### src/rtl/alu_issuer_pkg.sv
// Shared types for the ALU command issuer: command record layout and widths.
// ALU_ISSUER_ACCUM_EN adds the accumulate bit to the command record.
package alu_issuer_pkg;

   localparam int ALU_W = 8;

   typedef struct packed {
`ifdef ALU_ISSUER_ACCUM_EN
      logic             acc;
`endif
      logic             cin;
      logic             op;
      logic [1:0]       sel;
      logic [ALU_W-1:0] b;
      logic [ALU_W-1:0] a;
   } cmd_t;

   localparam int CMD_W = $bits(cmd_t);

endpackage

### src/rtl/alu_cmd_issuer_cmd_fifo.sv
// Synchronous command FIFO; storage is unreset, pointers and count reset.
module cmd_fifo #(
   parameter int DEPTH = 4,
   parameter int W     = 8
) (
   input  logic                   clk,
   input  logic                   rst,
   input  logic                   push,
   input  logic                   pop,
   input  logic [W-1:0]           din,
   output logic [W-1:0]           dout,
   output logic                   full,
   output logic                   empty,
   output logic [$clog2(DEPTH):0] count
);

   localparam int AW = $clog2(DEPTH);
   localparam logic [AW:0] FULL_CNT = (AW+1)'(DEPTH);

   logic [W-1:0]  mem [DEPTH];
   logic [AW-1:0] wr_ptr;
   logic [AW-1:0] rd_ptr;

   assign dout  = mem[rd_ptr];
   assign full  = (count == FULL_CNT);
   assign empty = (count == '0);

   always_ff @(posedge clk) begin
      if (push) mem[wr_ptr] <= din;
   end

   // Power-of-2 depth lets the pointers wrap naturally.
   always_ff @(posedge clk) begin
      if (rst) begin
         wr_ptr <= '0;
         rd_ptr <= '0;
         count  <= '0;
      end else begin
         if (push) wr_ptr <= wr_ptr + 1'b1;
         if (pop)  rd_ptr <= rd_ptr + 1'b1;
         case ({push, pop})
            2'b10:   count <= count + 1'b1;
            2'b01:   count <= count - 1'b1;
            default: count <= count;
         endcase
      end
   end

endmodule

### src/rtl/alu_cmd_issuer.sv
// Valid/ready sequencing around an external combinational ALU: FIFO -> issue regs -> response regs.
// ALU_ISSUER_ACCUM_EN adds cmd_acc, chaining the previous result into operand A.
module alu_cmd_issuer
   import alu_issuer_pkg::*;
#(
   parameter int DEPTH = 4,
   parameter int WIDTH = ALU_W
) (
   input  logic                   clk,
   input  logic                   rst,
   input  logic                   cmd_valid,
   output logic                   cmd_ready,
   input  logic [WIDTH-1:0]       cmd_a,
   input  logic [WIDTH-1:0]       cmd_b,
   input  logic [1:0]             cmd_sel,
   input  logic                   cmd_op,
   input  logic                   cmd_cin,
`ifdef ALU_ISSUER_ACCUM_EN
   input  logic                   cmd_acc,
`endif
   output logic [WIDTH-1:0]       alu_a,
   output logic [WIDTH-1:0]       alu_b,
   output logic                   alu_s1,
   output logic                   alu_s0,
   output logic                   alu_op,
   output logic                   alu_cin,
   input  logic [WIDTH-1:0]       alu_result,
   input  logic                   alu_overflow,
   input  logic [WIDTH-1:0]       alu_remainder,
   output logic                   rsp_valid,
   input  logic                   rsp_ready,
   output logic [WIDTH-1:0]       rsp_result,
   output logic                   rsp_overflow,
   output logic [WIDTH-1:0]       rsp_remainder,
   output logic [$clog2(DEPTH):0] fifo_count
);

   cmd_t       in_cmd, head;
   logic       full, empty, push, pop;
   logic       i_valid, r_free, i_adv;
   logic [WIDTH-1:0] next_a;

   always_comb begin
      in_cmd     = '0;
      in_cmd.a   = cmd_a;
      in_cmd.b   = cmd_b;
      in_cmd.sel = cmd_sel;
      in_cmd.op  = cmd_op;
      in_cmd.cin = cmd_cin;
`ifdef ALU_ISSUER_ACCUM_EN
      in_cmd.acc = cmd_acc;
`endif
   end

   assign cmd_ready = !rst && !full;
   assign push      = cmd_valid && cmd_ready;
   assign r_free    = !rsp_valid || rsp_ready;
   assign i_adv     = i_valid && r_free;
   assign pop       = !empty && (!i_valid || i_adv);

   cmd_fifo #(.DEPTH(DEPTH), .W(CMD_W)) u_fifo (
      .clk   (clk),
      .rst   (rst),
      .push  (push),
      .pop   (pop),
      .din   (in_cmd),
      .dout  (head),
      .full  (full),
      .empty (empty),
      .count (fifo_count)
   );

`ifdef ALU_ISSUER_ACCUM_EN
   logic [WIDTH-1:0] acc;

   // If the predecessor is retiring on this same edge its result is still on the ALU output.
   always_comb begin
      next_a = head.a;
      if (head.acc) next_a = i_adv ? alu_result : acc;
   end

   always_ff @(posedge clk) begin
      if (rst)        acc <= '0;
      else if (i_adv) acc <= alu_result;
   end
`else
   assign next_a = head.a;
`endif

   always_ff @(posedge clk) begin
      if (rst) begin
         i_valid <= 1'b0;
         alu_a   <= '0;
         alu_b   <= '0;
         alu_s1  <= 1'b0;
         alu_s0  <= 1'b0;
         alu_op  <= 1'b0;
         alu_cin <= 1'b0;
      end else if (pop) begin
         i_valid <= 1'b1;
         alu_a   <= next_a;
         alu_b   <= head.b;
         alu_s1  <= head.sel[1];
         alu_s0  <= head.sel[0];
         alu_op  <= head.op;
         alu_cin <= head.cin;
      end else if (i_adv) begin
         i_valid <= 1'b0;
      end
   end

   always_ff @(posedge clk) begin
      if (rst) begin
         rsp_valid     <= 1'b0;
         rsp_result    <= '0;
         rsp_overflow  <= 1'b0;
         rsp_remainder <= '0;
      end else if (i_adv) begin
         rsp_valid     <= 1'b1;
         rsp_result    <= alu_result;
         rsp_overflow  <= alu_overflow;
         rsp_remainder <= alu_remainder;
      end else if (rsp_ready) begin
         rsp_valid     <= 1'b0;
      end
   end

endmodule
### config.mk
export PLATFORM = sky130hd
export DESIGN_NAME = alu_cmd_issuer
export DESIGN_NICKNAME = d
export VERILOG_FILES = /design/src/rtl/alu_issuer_pkg.sv /design/src/rtl/alu_cmd_issuer_cmd_fifo.sv /design/src/rtl/alu_cmd_issuer.sv
export SDC_FILE = /design/constraint.sdc
export NUM_CORES = 1
export LEC_CHECK = 0
export CAP_MARGIN = 10
export CORE_MARGIN = 2
export CORE_UTILIZATION = 35
export DETAILED_ROUTE_END_ITERATION = 8
export DONT_BUFFER_PORTS = 1
export HOLD_SLACK_MARGIN = 0.06
export PLACE_DENSITY = 0.45
export SLEW_MARGIN = 20
export SYNTH_ARGS = -nofsm -noshare
export SYNTH_HDL_FRONTEND = slang
export SYNTH_SLANG_ARGS = --single-unit
### constraint.sdc
create_clock -name clk -period 4.8 [get_ports clk]
set_input_delay 1.2 -clock clk [delete_from_list [all_inputs] [get_ports clk]]
set_output_delay 1.2 -clock clk [all_outputs]
set_load 0.03 [all_outputs]
==> results.sh <==
export IMPL_status="complete, no violations"
export IMPL_clkTransAtPathRegs_ns=0.05
export IMPL_hold_viol_final=0
export IMPL_end_kind="output pin"
export IMPL_cts_setup_buffers=0
export IMPL_dpl_worst_slack_ns=1.766
export IMPL_cts_hold_repair_buffers=0
export IMPL_grt_total_usage_pct=14.33
export IMPL_synth_edf_count=80
export IMPL_globalplace_congestion=0.6752
export IMPL_dieArea_mm2=0.01467
export IMPL_htreeDepth=4
export IMPL_power_leakage_uw=0.001776
export IMPL_cp_required_ns=3.60
export IMPL_syn_area_mm2=0.004800
export IMPL_cts_path_max_buffers=2
export IMPL_avgViaCountPerCell=5.093
export IMPL_syn_nets=373
export IMPL_ys_types=33
export IMPL_crit_end="cmd_ready"
export IMPL_drc=0
export IMPL_grt_pass1_vias=2629
export IMPL_num_rows=42
export IMPL_grt_max_degree=50
export IMPL_path_class="register to output pin"
export IMPL_numCtsBuffers=17
export IMPL_critPathLaunch="u_fifo.count[0]"
export IMPL_clk_latency_ns=0.41
export IMPL_r2r_slack_ns=2.15
export IMPL_ys_seq_area_share_pct=69.24
export IMPL_syn_inst=326
export IMPL_worstReg2RegStart="u_fifo.count[0]"
export IMPL_cts_root_buf="clkbuf_16"
export IMPL_synth_ff_type="edfxtp_1"
export IMPL_min_period_ns=2.905
export IMPL_diodes=0
export IMPL_hold_class="register to register"
export IMPL_yosysWarnings=0
export IMPL_fin_hold_ws_ns=0.5249
export IMPL_ys_seq_elements=126
export IMPL_die_y_um=121.1
export IMPL_first_pass_iters=6
export IMPL_final_core_util_pct=41.04
export IMPL_drv_cap=0
export IMPL_power_density_mw_per_mm2=636.8
export IMPL_port_buffers=0
export IMPL_fin_worst_skew_ns=0.005537
export IMPL_wl_met3_um=867
export IMPL_setup_violations=0
export IMPL_wire_per_inst_um=19.13
export IMPL_vdd_drop_max_mv=0.2262
export IMPL_areaGrowthSynthToFinish_pct=13.69
export IMPL_totalWireLength_um=9832
export IMPL_setup_slack_ns=1.895
export IMPL_grt_pass1_wl_um=15170
export IMPL_drtIter0Drc=169
export IMPL_hpwlAfterDp_um=6051
export IMPL_cts_resized=0
export IMPL_avgSynthCellArea_um2=14.72
export IMPL_worstHoldStart="u_fifo.wr_ptr[0]"
export IMPL_fmax_mhz=344.2
export IMPL_start_util_pct=36.10
export IMPL_ant_nets=0
export IMPL_io_pins=83
export IMPL_tns_ns=0
export IMPL_vias=2618
export IMPL_relSlewSlack_pct=34.27
export IMPL_cp_data_arrival_time_ns=1.71
export IMPL_antenna_found_initial=0
export IMPL_rr_endpoint="u_fifo.count[2]"
export IMPL_critPathMaxFanout=6
export IMPL_cts_tree="done"
export IMPL_fin_crit_sh_pct=60.52
export IMPL_nets=372
export IMPL_reg2regPathDepth=8
export IMPL_wl_met1_um=4375
export IMPL_numClockSinks=126
export IMPL_finalPower_uw=3475
export IMPL_grt_setup_unrepaired="no"
export IMPL_top_layer="met4"
export IMPL_startpoint_type="register"
export IMPL_met2_length_um=4476
export IMPL_grt_ovfl_total=0
export IMPL_worst_slew_pin_transition_ns=0.9840
export IMPL_coreArea_mm2=0.01330
export IMPL_async_reset_ff_share_pct=0
export IMPL_dieWidth_um=121.1
export IMPL_final_layout_size_suffix_gt1_share_pct=17.46
export IMPL_drv_slew=0
-- cell type report --
class	instances	area (um2)
Clock buffer	24	491.7
Clock inverter	8	42.54
Fill cell	1235	7839
Inverter	5	18.77
Multi-Input combinational cell	171	1330
Sequential cell	126	3323
Tap cell	176	220.2
Timing Repair Buffer	4	30.03
-- cells by family after synthesis --
| group | synth area share, % |
|---|---|
| multiplexers | 10.19 |
| buffers and inverters | 3.128 |
| XOR/XNOR | 0.3650 |
| AO/OA/AOI/OAI | 8.707 |
| flip-flops | 69.24 |
| AND/OR/NAND/NOR | 6.648 |
| adder cells (fa/ha/maj) | 1.721 |
-- how the worst min path moves through the flow --
stage                             to  slack [ns]  cells after the start
global route        u_fifo.wr_ptr[0]        0.57                      1
floorplan           u_fifo.wr_ptr[0]        0.48                      1
global placement    u_fifo.wr_ptr[0]        0.50                      1
detailed placement  u_fifo.wr_ptr[0]        0.50                      1
CTS                 u_fifo.wr_ptr[0]        0.52                      1
finish              u_fifo.wr_ptr[0]        0.52                      1
-- power breakdown --
| group | internal [uW] | leakage (uW) | total (uW) | switching [uW] |
|---|---|---|---|---|
| Combinational | 288 | 0.000403 | 679 | 391 |
| Clock | 707 | 0.000269 | 1140 | 434 |
| Sequential | 1320 | 0.00110 | 1660 | 335 |
| Total | 2320 | 0.00178 | 3470 | 1160 |
-- cells in the final DEF, fill, tap and decap left out --
cell / Yosys / layout
xnor2_1: 1 / 1
a31o_2: 1 / 1
dfxtp_1: 46 / 46
a311oi_1: 1 / 1
clkbuf_16: 0 / 17
mux4_1: 2 / 2
nand3b_1: 1 / 1
nand3_1: 37 / 37
a21oi_1: 41 / 41
clkbuf_1: 11 / 3
o21ai_0: 39 / 39
nor3_2: 1 / 1
xor2_1: 1 / 1
mux2_2: 1 / 1
buf_4: 1 / 4
and3b_2: 1 / 1
or2b_1: 1 / 1
nor3b_2: 1 / 1
inv_1: 5 / 5
ha_1: 5 / 5
edfxtp_1: 80 / 80
clkinvlp_4: 0 / 1
nand2b_1: 1 / 1
clkinv_2: 0 / 7
and2_2: 0 / 3
nor3b_1: 1 / 1
fa_1: 1 / 1
mux2i_1: 2 / 2
mux4_2: 18 / 18
and2_1: 4 / 1
nor2_1: 6 / 6
clkbuf_8: 0 / 4
nor2b_1: 1 / 1
or3_1: 3 / 3
-- registers in the layout, summed over array words and instances, names as in the netlist --
name,flops
alu_s0,1
alu_cin,1
rsp_overflow,1
alu_b,8
u_fifo.count,3
rsp_valid,1
alu_a,8
alu_op,1
u_fifo.wr_ptr,2
u_fifo.mem,80
rsp_result,8
i_valid,1
alu_s1,1
rsp_remainder,8
u_fifo.rd_ptr,2
-- metrics by stage --
stage / cell area, um2 / std cells
2_1_floorplan: 4800 / 326
3_3_place_gp: 4918 / 482
3_5_place_dp: 4918 / 482
4_1_cts: 5453 / 514
5_1_grt: 5456 / 514
6_report: 5456 / 514
-- metal layers --
layer	up-vias	track usage [%]
met5	-	0
met4	0	6.323
met3	8	7.190
met2	84	20.40
met1	1286	18.30
li1	1240	-
-- cells in the mapped netlist, types with 2 or more instances --
| cell type | count | area (um2) |
|---|---|---|
| nor2_1 | 6 | 22.52 |
| buf_2 | 5 | 25.02 |
| or3_1 | 3 | 18.77 |
| mux2i_1 | 2 | 20.02 |
| buf_1 | 4 | 15.01 |
| o21ai_0 | 39 | 195.2 |
| inv_1 | 5 | 18.77 |
| a21oi_1 | 41 | 205.2 |
| buf_6 | 2 | 22.52 |
| ha_1 | 5 | 62.56 |
| and2_1 | 4 | 25.02 |
| mux4_2 | 18 | 405.4 |
| dfxtp_1 | 46 | 920.9 |
| edfxtp_1 | 80 | 2402 |
| nand3_1 | 37 | 185.2 |
| mux4_1 | 2 | 52.55 |
| clkbuf_1 | 11 | 41.29 |
-- critical path, cell delays in order, from the launching register on --
cell	delay, ns
dfxtp_1	0.67
nor3b_1	0.16
nor2_1	0.46
No activity file was read; power rests on OpenSTA's default activity.
